`src/rtl/pyjamask96_host_if.sv`:
```
// Host-side driver for the byte-serial Pyjamask-96 core: parallel key/plaintext in,
// byte streams to the core, 12 ciphertext bytes collected back, watchdog on silence.
module pyjamask96_host_if #(
  parameter int TIMEOUT = 255
) (
  input  logic         clk,
  input  logic         reset_n,
  input  logic         req_valid,
  output logic         req_ready,
  input  logic [127:0] req_key,
  input  logic [95:0]  req_pt,
  output logic         load,
  output logic         load_key,
  output logic [7:0]   byte_key_in,
  output logic         load_state,
  output logic [7:0]   byte_in,
  output logic         start,
  input  logic         core_valid,
  input  logic [7:0]   core_byte_out,
  output logic         resp_valid,
  input  logic         resp_ready,
  output logic [95:0]  resp_ct,
  output logic         resp_timeout
);

  typedef enum logic [2:0] {
    S_IDLE, S_LOAD, S_SEND_KEY, S_SEND_STATE, S_START, S_COLLECT, S_RESP
  } state_t;

  localparam logic [7:0] WD_LAST = 8'(TIMEOUT - 1);

  state_t       r_state;
  logic [127:0] r_key;
  logic [95:0]  r_pt;
  logic [3:0]   r_cnt;
  logic [7:0]   r_wd;
  logic         r_req_ready;
  logic         r_load;
  logic         r_load_key;
  logic [7:0]   r_byte_key_in;
  logic         r_load_state;
  logic [7:0]   r_byte_in;
  logic         r_start;
  logic         r_resp_valid;
  logic [95:0]  r_resp_ct;
  logic         r_resp_timeout;

  // reset_n is active-high in this codebase despite its name
  always_ff @(posedge clk or posedge reset_n) begin
    if (reset_n) begin
      r_state        <= S_IDLE;
      r_key          <= '0;
      r_pt           <= '0;
      r_cnt          <= '0;
      r_wd           <= '0;
      r_req_ready    <= 1'b0;
      r_load         <= 1'b0;
      r_load_key     <= 1'b0;
      r_byte_key_in  <= '0;
      r_load_state   <= 1'b0;
      r_byte_in      <= '0;
      r_start        <= 1'b0;
      r_resp_valid   <= 1'b0;
      r_resp_ct      <= '0;
      r_resp_timeout <= 1'b0;
    end else begin
      r_load  <= 1'b0;
      r_start <= 1'b0;
      case (r_state)
        S_IDLE: begin
          if (req_valid && r_req_ready) begin
            r_key          <= req_key;
            r_pt           <= req_pt;
            r_resp_ct      <= '0;
            r_resp_timeout <= 1'b0;
            r_req_ready    <= 1'b0;
            r_load         <= 1'b1;
            r_state        <= S_LOAD;
          end else begin
            r_req_ready <= 1'b1;
          end
        end
        S_LOAD: begin
          r_load_key    <= 1'b1;
          r_byte_key_in <= r_key[127:120];
          r_key         <= {r_key[119:0], 8'h00};
          r_cnt         <= '0;
          r_state       <= S_SEND_KEY;
        end
        S_SEND_KEY: begin
          if (r_cnt == 4'd15) begin
            r_load_key    <= 1'b0;
            r_byte_key_in <= '0;
            r_load_state  <= 1'b1;
            r_byte_in     <= r_pt[95:88];
            r_pt          <= {r_pt[87:0], 8'h00};
            r_cnt         <= '0;
            r_state       <= S_SEND_STATE;
          end else begin
            r_byte_key_in <= r_key[127:120];
            r_key         <= {r_key[119:0], 8'h00};
            r_cnt         <= r_cnt + 4'd1;
          end
        end
        S_SEND_STATE: begin
          if (r_cnt == 4'd11) begin
            r_load_state <= 1'b0;
            r_byte_in    <= '0;
            r_start      <= 1'b1;
            r_state      <= S_START;
          end else begin
            r_byte_in <= r_pt[95:88];
            r_pt      <= {r_pt[87:0], 8'h00};
            r_cnt     <= r_cnt + 4'd1;
          end
        end
        S_START: begin
          r_cnt   <= '0;
          r_wd    <= '0;
          r_state <= S_COLLECT;
        end
        S_COLLECT: begin
          if (core_valid) begin
            r_resp_ct <= {r_resp_ct[87:0], core_byte_out};
            r_wd      <= '0;
            r_cnt     <= r_cnt + 4'd1;
            if (r_cnt == 4'd11) begin
              r_resp_valid <= 1'b1;
              r_state      <= S_RESP;
            end
          end else if (r_wd == WD_LAST) begin
            // TIMEOUT consecutive silent cycles: return what was gathered
            r_resp_timeout <= 1'b1;
            r_resp_valid   <= 1'b1;
            r_state        <= S_RESP;
          end else begin
            r_wd <= r_wd + 8'd1;
          end
        end
        S_RESP: begin
          if (resp_ready) begin
            r_resp_valid <= 1'b0;
            r_req_ready  <= 1'b1;
            r_state      <= S_IDLE;
          end
        end
        default: r_state <= S_IDLE;
      endcase
    end
  end

  assign req_ready    = r_req_ready;
  assign load         = r_load;
  assign load_key     = r_load_key;
  assign byte_key_in  = r_byte_key_in;
  assign load_state   = r_load_state;
  assign byte_in      = r_byte_in;
  assign start        = r_start;
  assign resp_valid   = r_resp_valid;
  assign resp_ct      = r_resp_ct;
  assign resp_timeout = r_resp_timeout;

endmodule
```
`config.mk`:
```
export PLATFORM = sky130hd
export DESIGN_NAME = pyjamask96_host_if
export DESIGN_NICKNAME = d
export VERILOG_FILES = /design/src/rtl/pyjamask96_host_if.sv
export SDC_FILE = /design/constraint.sdc
export NUM_CORES = 1
export LEC_CHECK = 0
export CORE_MARGIN = 8
export CORE_UTILIZATION = 40
export CTS_CLUSTER_SIZE = 25
export DETAILED_ROUTE_END_ITERATION = 10
export PLACE_DENSITY = 0.77
export REMOVE_ABC_BUFFERS = 1
export SYNTH_ARGS = -nofsm -noshare
export SYNTH_HDL_FRONTEND = slang
export SYNTH_SLANG_ARGS = --single-unit
```
`constraint.sdc`:
```
create_clock -name clk -period 11.7 [get_ports clk]
set_input_delay 2.34 -clock clk [delete_from_list [all_inputs] [get_ports clk]]
set_output_delay 2.34 -clock clk [all_outputs]
set_load 0.005 [all_outputs]
```
-- Word level (Yosys, flattened, before mapping)
Index checks and enable logic that the tools add are counted.
- add/subtract/negate cells: 2
- mux-type cells: 50
- equal/unequal tests: 21
- reductions and logical operators: 24
- operators with widths (cell ; count):
    two-way mux 96 bit ; 5
    case mux 128 bit (3 select lines) ; 1
    case mux 96 bit (3 select lines) ; 1
    two-way mux 128 bit ; 2
    case mux 96 bit (2 select lines) ; 1
    case mux 8 bit (2 select lines) ; 3
    two-way mux 8 bit ; 5
    two-way mux 3 bit ; 7
    case mux 3 bit (7 select lines) ; 1
    != test 2 bit, second input constant ; 9
    case mux 4 bit (4 select lines) ; 1
    two-way mux 1 bit ; 15
    two-way mux 4 bit ; 3
    AND reduction 3 bit ; 4
    AND reduction 4 bit ; 3
    nonzero test 2 bit ; 6
    case mux 1 bit (2 select lines) ; 5
    equality test 3 bit, second input constant ; 3
    != test 3 bit, second input constant ; 3
    adder 8 x 1 -> 8 bit, second input constant ; 1
    equality test 4 bit, second input constant ; 2
    equality test 8 bit, second input constant ; 1
    AND reduction 2 bit ; 4
    equality test 3 x 2 -> 1 bit, second input constant ; 2
    other kinds (8) ; 9
- output and inout port bits: 119
- bits of input ports: 237
- logic and storage cells: 112
- register bits after elaboration: 358

-- Logic depth before layout (Yosys ltp)
- depth in word-level cells: 4
- gate-level depth with buffers: 11
- gate-level depth less buffers: 7

-- Worst setup path before layout
No wires, ideal clock.
- path kind: input port to flip-flop
- from: input port req_valid
- to: register r_key[0]
- path buffers: 4
- arrival: 3489 ps
- library setup time: 77 ps
- slack: 8134 ps
- stages: 9
- data required time: 11623 ps
- path through: nand2_1 -> a21oi_1 -> o21ai_1 -> buf_2 -> buf_2 -> buf_4 -> buf_2 -> nand2_1 -> o21ai_1
- word-level cells in the longest chain between the ends: 3
- RTL lines (what ; RTL line ; source):
    from (decl) ; 8 ; input logic req_valid,
    logical AND 1 bit ; 71 ; if (req_valid && r_req_ready) begin
    != test 2 bit (no line) ; n/a ;
    AND reduction 3 bit (no line) ; n/a ;
    to (signal assigned) ; 72 ; r_key <= req_key;
    to (signal assigned) ; 86 ; r_key <= {r_key[119:0], 8'h00};
    to (signal assigned) ; 101 ; r_key <= {r_key[119:0], 8'h00};
    to (decl) ; 33 ; logic [127:0] r_key;
No other way between the ends.
A chain may end at the register's enable or synchronous reset.

-- Final worst setup path
- from: input port req_valid
- to: register r_pt[79]
- word-level cells in the longest chain between the ends: 3
- RTL lines (what ; RTL line ; source):
    logical AND 1 bit ; 71 ;
    != test 2 bit (no line) ; n/a ;
    AND reduction 4 bit (no line) ; n/a ;
    to (signal assigned) ; 73 ; r_pt <= req_pt;
    to (signal assigned) ; 96 ; r_pt <= {r_pt[87:0], 8'h00};
    to (signal assigned) ; 113 ; r_pt <= {r_pt[87:0], 8'h00};
    to (decl) ; 34 ; logic [95:0] r_pt;
No other way between the ends.

==> qor.yml <==
multi_input_area_um2: 6480
grt_max_degree: 257
hold_slack_ps: 474
cts_made_buffers: 40
cp.arrival_ps: 5360
place.gp.congestion: 0.774
worstHoldPathCells: 2
ys_seq_area_share_pct: 56.0
rows: 73
cts_tree: "yes"
cts_repair_resize_count: 0
reg2reg_depth: 8
slew_headroom_pct: 23.7
synth_ff_type: "dfrtp_1"
cp-startpoint: "req_valid"
worst_slew_pin_slew_ps: 1150
synthArstFlopShare_pct: 100
io_pins: 356
p_int_w: 0.00339
seq_area_um2: 8960
start_kind: "primary input"
synth_most_common_cell: "nand2_1"
clk_transition_reported_paths_ps: 60
io_buffers: 355
dieHeight_um: 216
cts.htree.levels: 2
drv_slew: 0
nets: 2121
synthTopCellsByCount: "470 x nand2_1, 358 x dfrtp_1, 208 x mux2i_1"
synth.distinct_cells: 42
cts_num_sinks: 358
ir_worst_vdd_mv: 0.307
place_hpwl_um: 26700
fin_crit_ps: 4910
nFillCells: 3503
synth_top_cell_area_share_pct: 56.0
min_period_over_period_pct: 42.0
power.total_w: 0.00543
netlist_instances: 1589
syn_area_um2: 16000
avgSynthCellArea_um2: 10.1
p_sw_share_pct: 37.6
status: "finished clean"
max_freq_mhz: 204
dieArea_um2: 46600
crit_path_end_kind: "register"
leakagePower_nw: 9.54
drive_above_1_share_pct: 8.24
areaGrowthSynthToFinish_pct: 31.8
floorplan.core_area_um2: 39600
cts-root-buf: "clkbuf_16"
drc_errors: 0
fp.dieW_um: 216
utilization_pct: 53.2
power.density_nw_per_um2: 258
synth_area_leaders: "dfrtp_1 56%, mux2i_1 13%, nand2_1 11%"
grt_overflow: 0
power.share.clock_pct: 22.6
antenna_found_initial: 4
grt_pass1_wl_um: 62900
crit_fanout: 101
first_global_vias: 11900
avgRoutedWirePerCell_um: 16.0
wl_um: 38800
ant_nets: 0
synth_top_area_cell: "dfrtp_1"
critical_path_class: "in2reg"
vias_per_cell: 4.91
synth_seq_cells: 358
clock_skew_ps: 14.1
worst_skew_pair.late_latency_ps: 540
p_comb_share_pct: 42.1
pre_cts_ws_ps: 6200
reg2reg_from: "r_state[1]"
yosys_warnings: 0
hp-start: "r_pt[46]"
post-cts-setup-buffers: 0
dr_total_vias: 12000
design_area_um2: 21100
start_util_pct: 40.3
switchingPower_w: 0.00204
place_area_um2: 19800
worst-endpoint-required_ps: 12160
setup_viol: 0
ctsLongestPathBuffers: 3
first_pass_iters: 7
r2r-end: "r_pt[79]"
synth-edff-count: 0
hold_viol: 0
min_to: "r_pt[46]"
cap_violations: 0
fin_ws_ps: 6790
drt_iter0_markers: 909
hold_class: "reg2reg"
grt_usage_pct: 16.3
rsz0062_at_grt: "no"
seq_power_share_pct: 35.4
ff2ff_setup_slack_ps: 7160
ctsHoldBuffers: 0
metal layers:
layer / part of all wire (%) / GRT usage, % / wire, um / up-vias
li1: - / - / - / 6011
met1: 42 / 20.1 / 16200 / 5611
met2: 50 / 27.6 / 19400 / 258
met3: 5.6 / 3.96 / 2170 / 70
met4: 2.7 / 5.64 / 1040 / 2
met5: 0.039 / 0 / 15 / -
critical path, stage by stage:
cell	delay [ps]
clkdlybuf4s50_1	420
and3b_1	200
nand2_1	90
a211o_4	120
buf_4	750
buf_4	1010
nand2_1	180
o21ai_2	90
state kept, by name (all words and copies together), names as in the netlist, 3 cells and up:
register and count:
byte_in 8, byte_key_in 8, r_cnt 4, r_key 128, r_pt 96, r_state 3
r_wd 8, resp_ct 96
layout make-up:
| class | count | share of cell area (%) |
|---|---|---|
| Sequential cell | 358 | 42.5 |
| Multi-Input combinational cell | 1110 | 30.8 |
| Timing Repair Buffer | 364 | 17.4 |
| Clock buffer | 60 | 5.63 |
| Tap cell | 525 | 3.12 |
| Clock inverter | 7 | 0.421 |
| Inverter | 7 | 0.160 |
| Antenna cell | 3 | 0.0356 |
stage by stage:
stage | TNS, ps | cells
floorplan | -205360 | 1475
global placement | 0 | 2364
detailed placement | 0 | 2364
CTS | 0 | 2431
global route | 0 | 2433
finish | 0 | 2434
cell usage in the layout (no fill, tap or decap), types with 3 or more instances in the layout:
master and instances:
nor2b_1 4, clkbuf_8 9, nand3_1 7, o21ai_0 125, o21ai_1 144, clkbuf_1 10, dfrtp_1 358, a31oi_1 3
and3_1 5, nand2_1 470, ha_1 3, mux2i_1 208, nor3_1 5, a22o_1 9, diode_2 3, buf_4 6
clkinv_2 4, nor2_1 13, buf_12 3, a21oi_1 5, clkdlybuf4s50_1 355, inv_1 4, clkbuf_16 41, o21ai_2 80
how the worst max path moves through the flow:
stage	to	depth (start not counted)	slack (ps)
2_1_floorplan	byte_in[0]	1	-570
3_3_place_gp	r_pt[84]	7	6270
3_5_place_dp	r_pt[6]	8	6200
4_1_cts	r_pt[6]	8	6770
5_1_grt	r_pt[5]	8	6450
6_report	r_pt[79]	8	6790
logic make-up after synthesis:
logic type	Yosys count	share of synthesized area (%)
buf+inv	121	3.69
flops	358	56.0
xor+xnor	3	0.164
fa+ha+maj	3	0.235
simple gates	516	12.6
compound gates	379	14.2
mux	209	13.1
power by group through the flow:
stage | clock (W) | sequential (W) | combinational (W)
floorplan | 0 | 0.00189 | 0.00230
global placement | 0 | 0.00192 | 0.00222
detailed placement | 0 | 0.00194 | 0.00231
CTS | 0.00127 | 0.00192 | 0.00231
global route | 0.00131 | 0.00197 | 0.00256
finish | 0.00123 | 0.00192 | 0.00228
No activity file was read; power rests on OpenSTA's default activity.
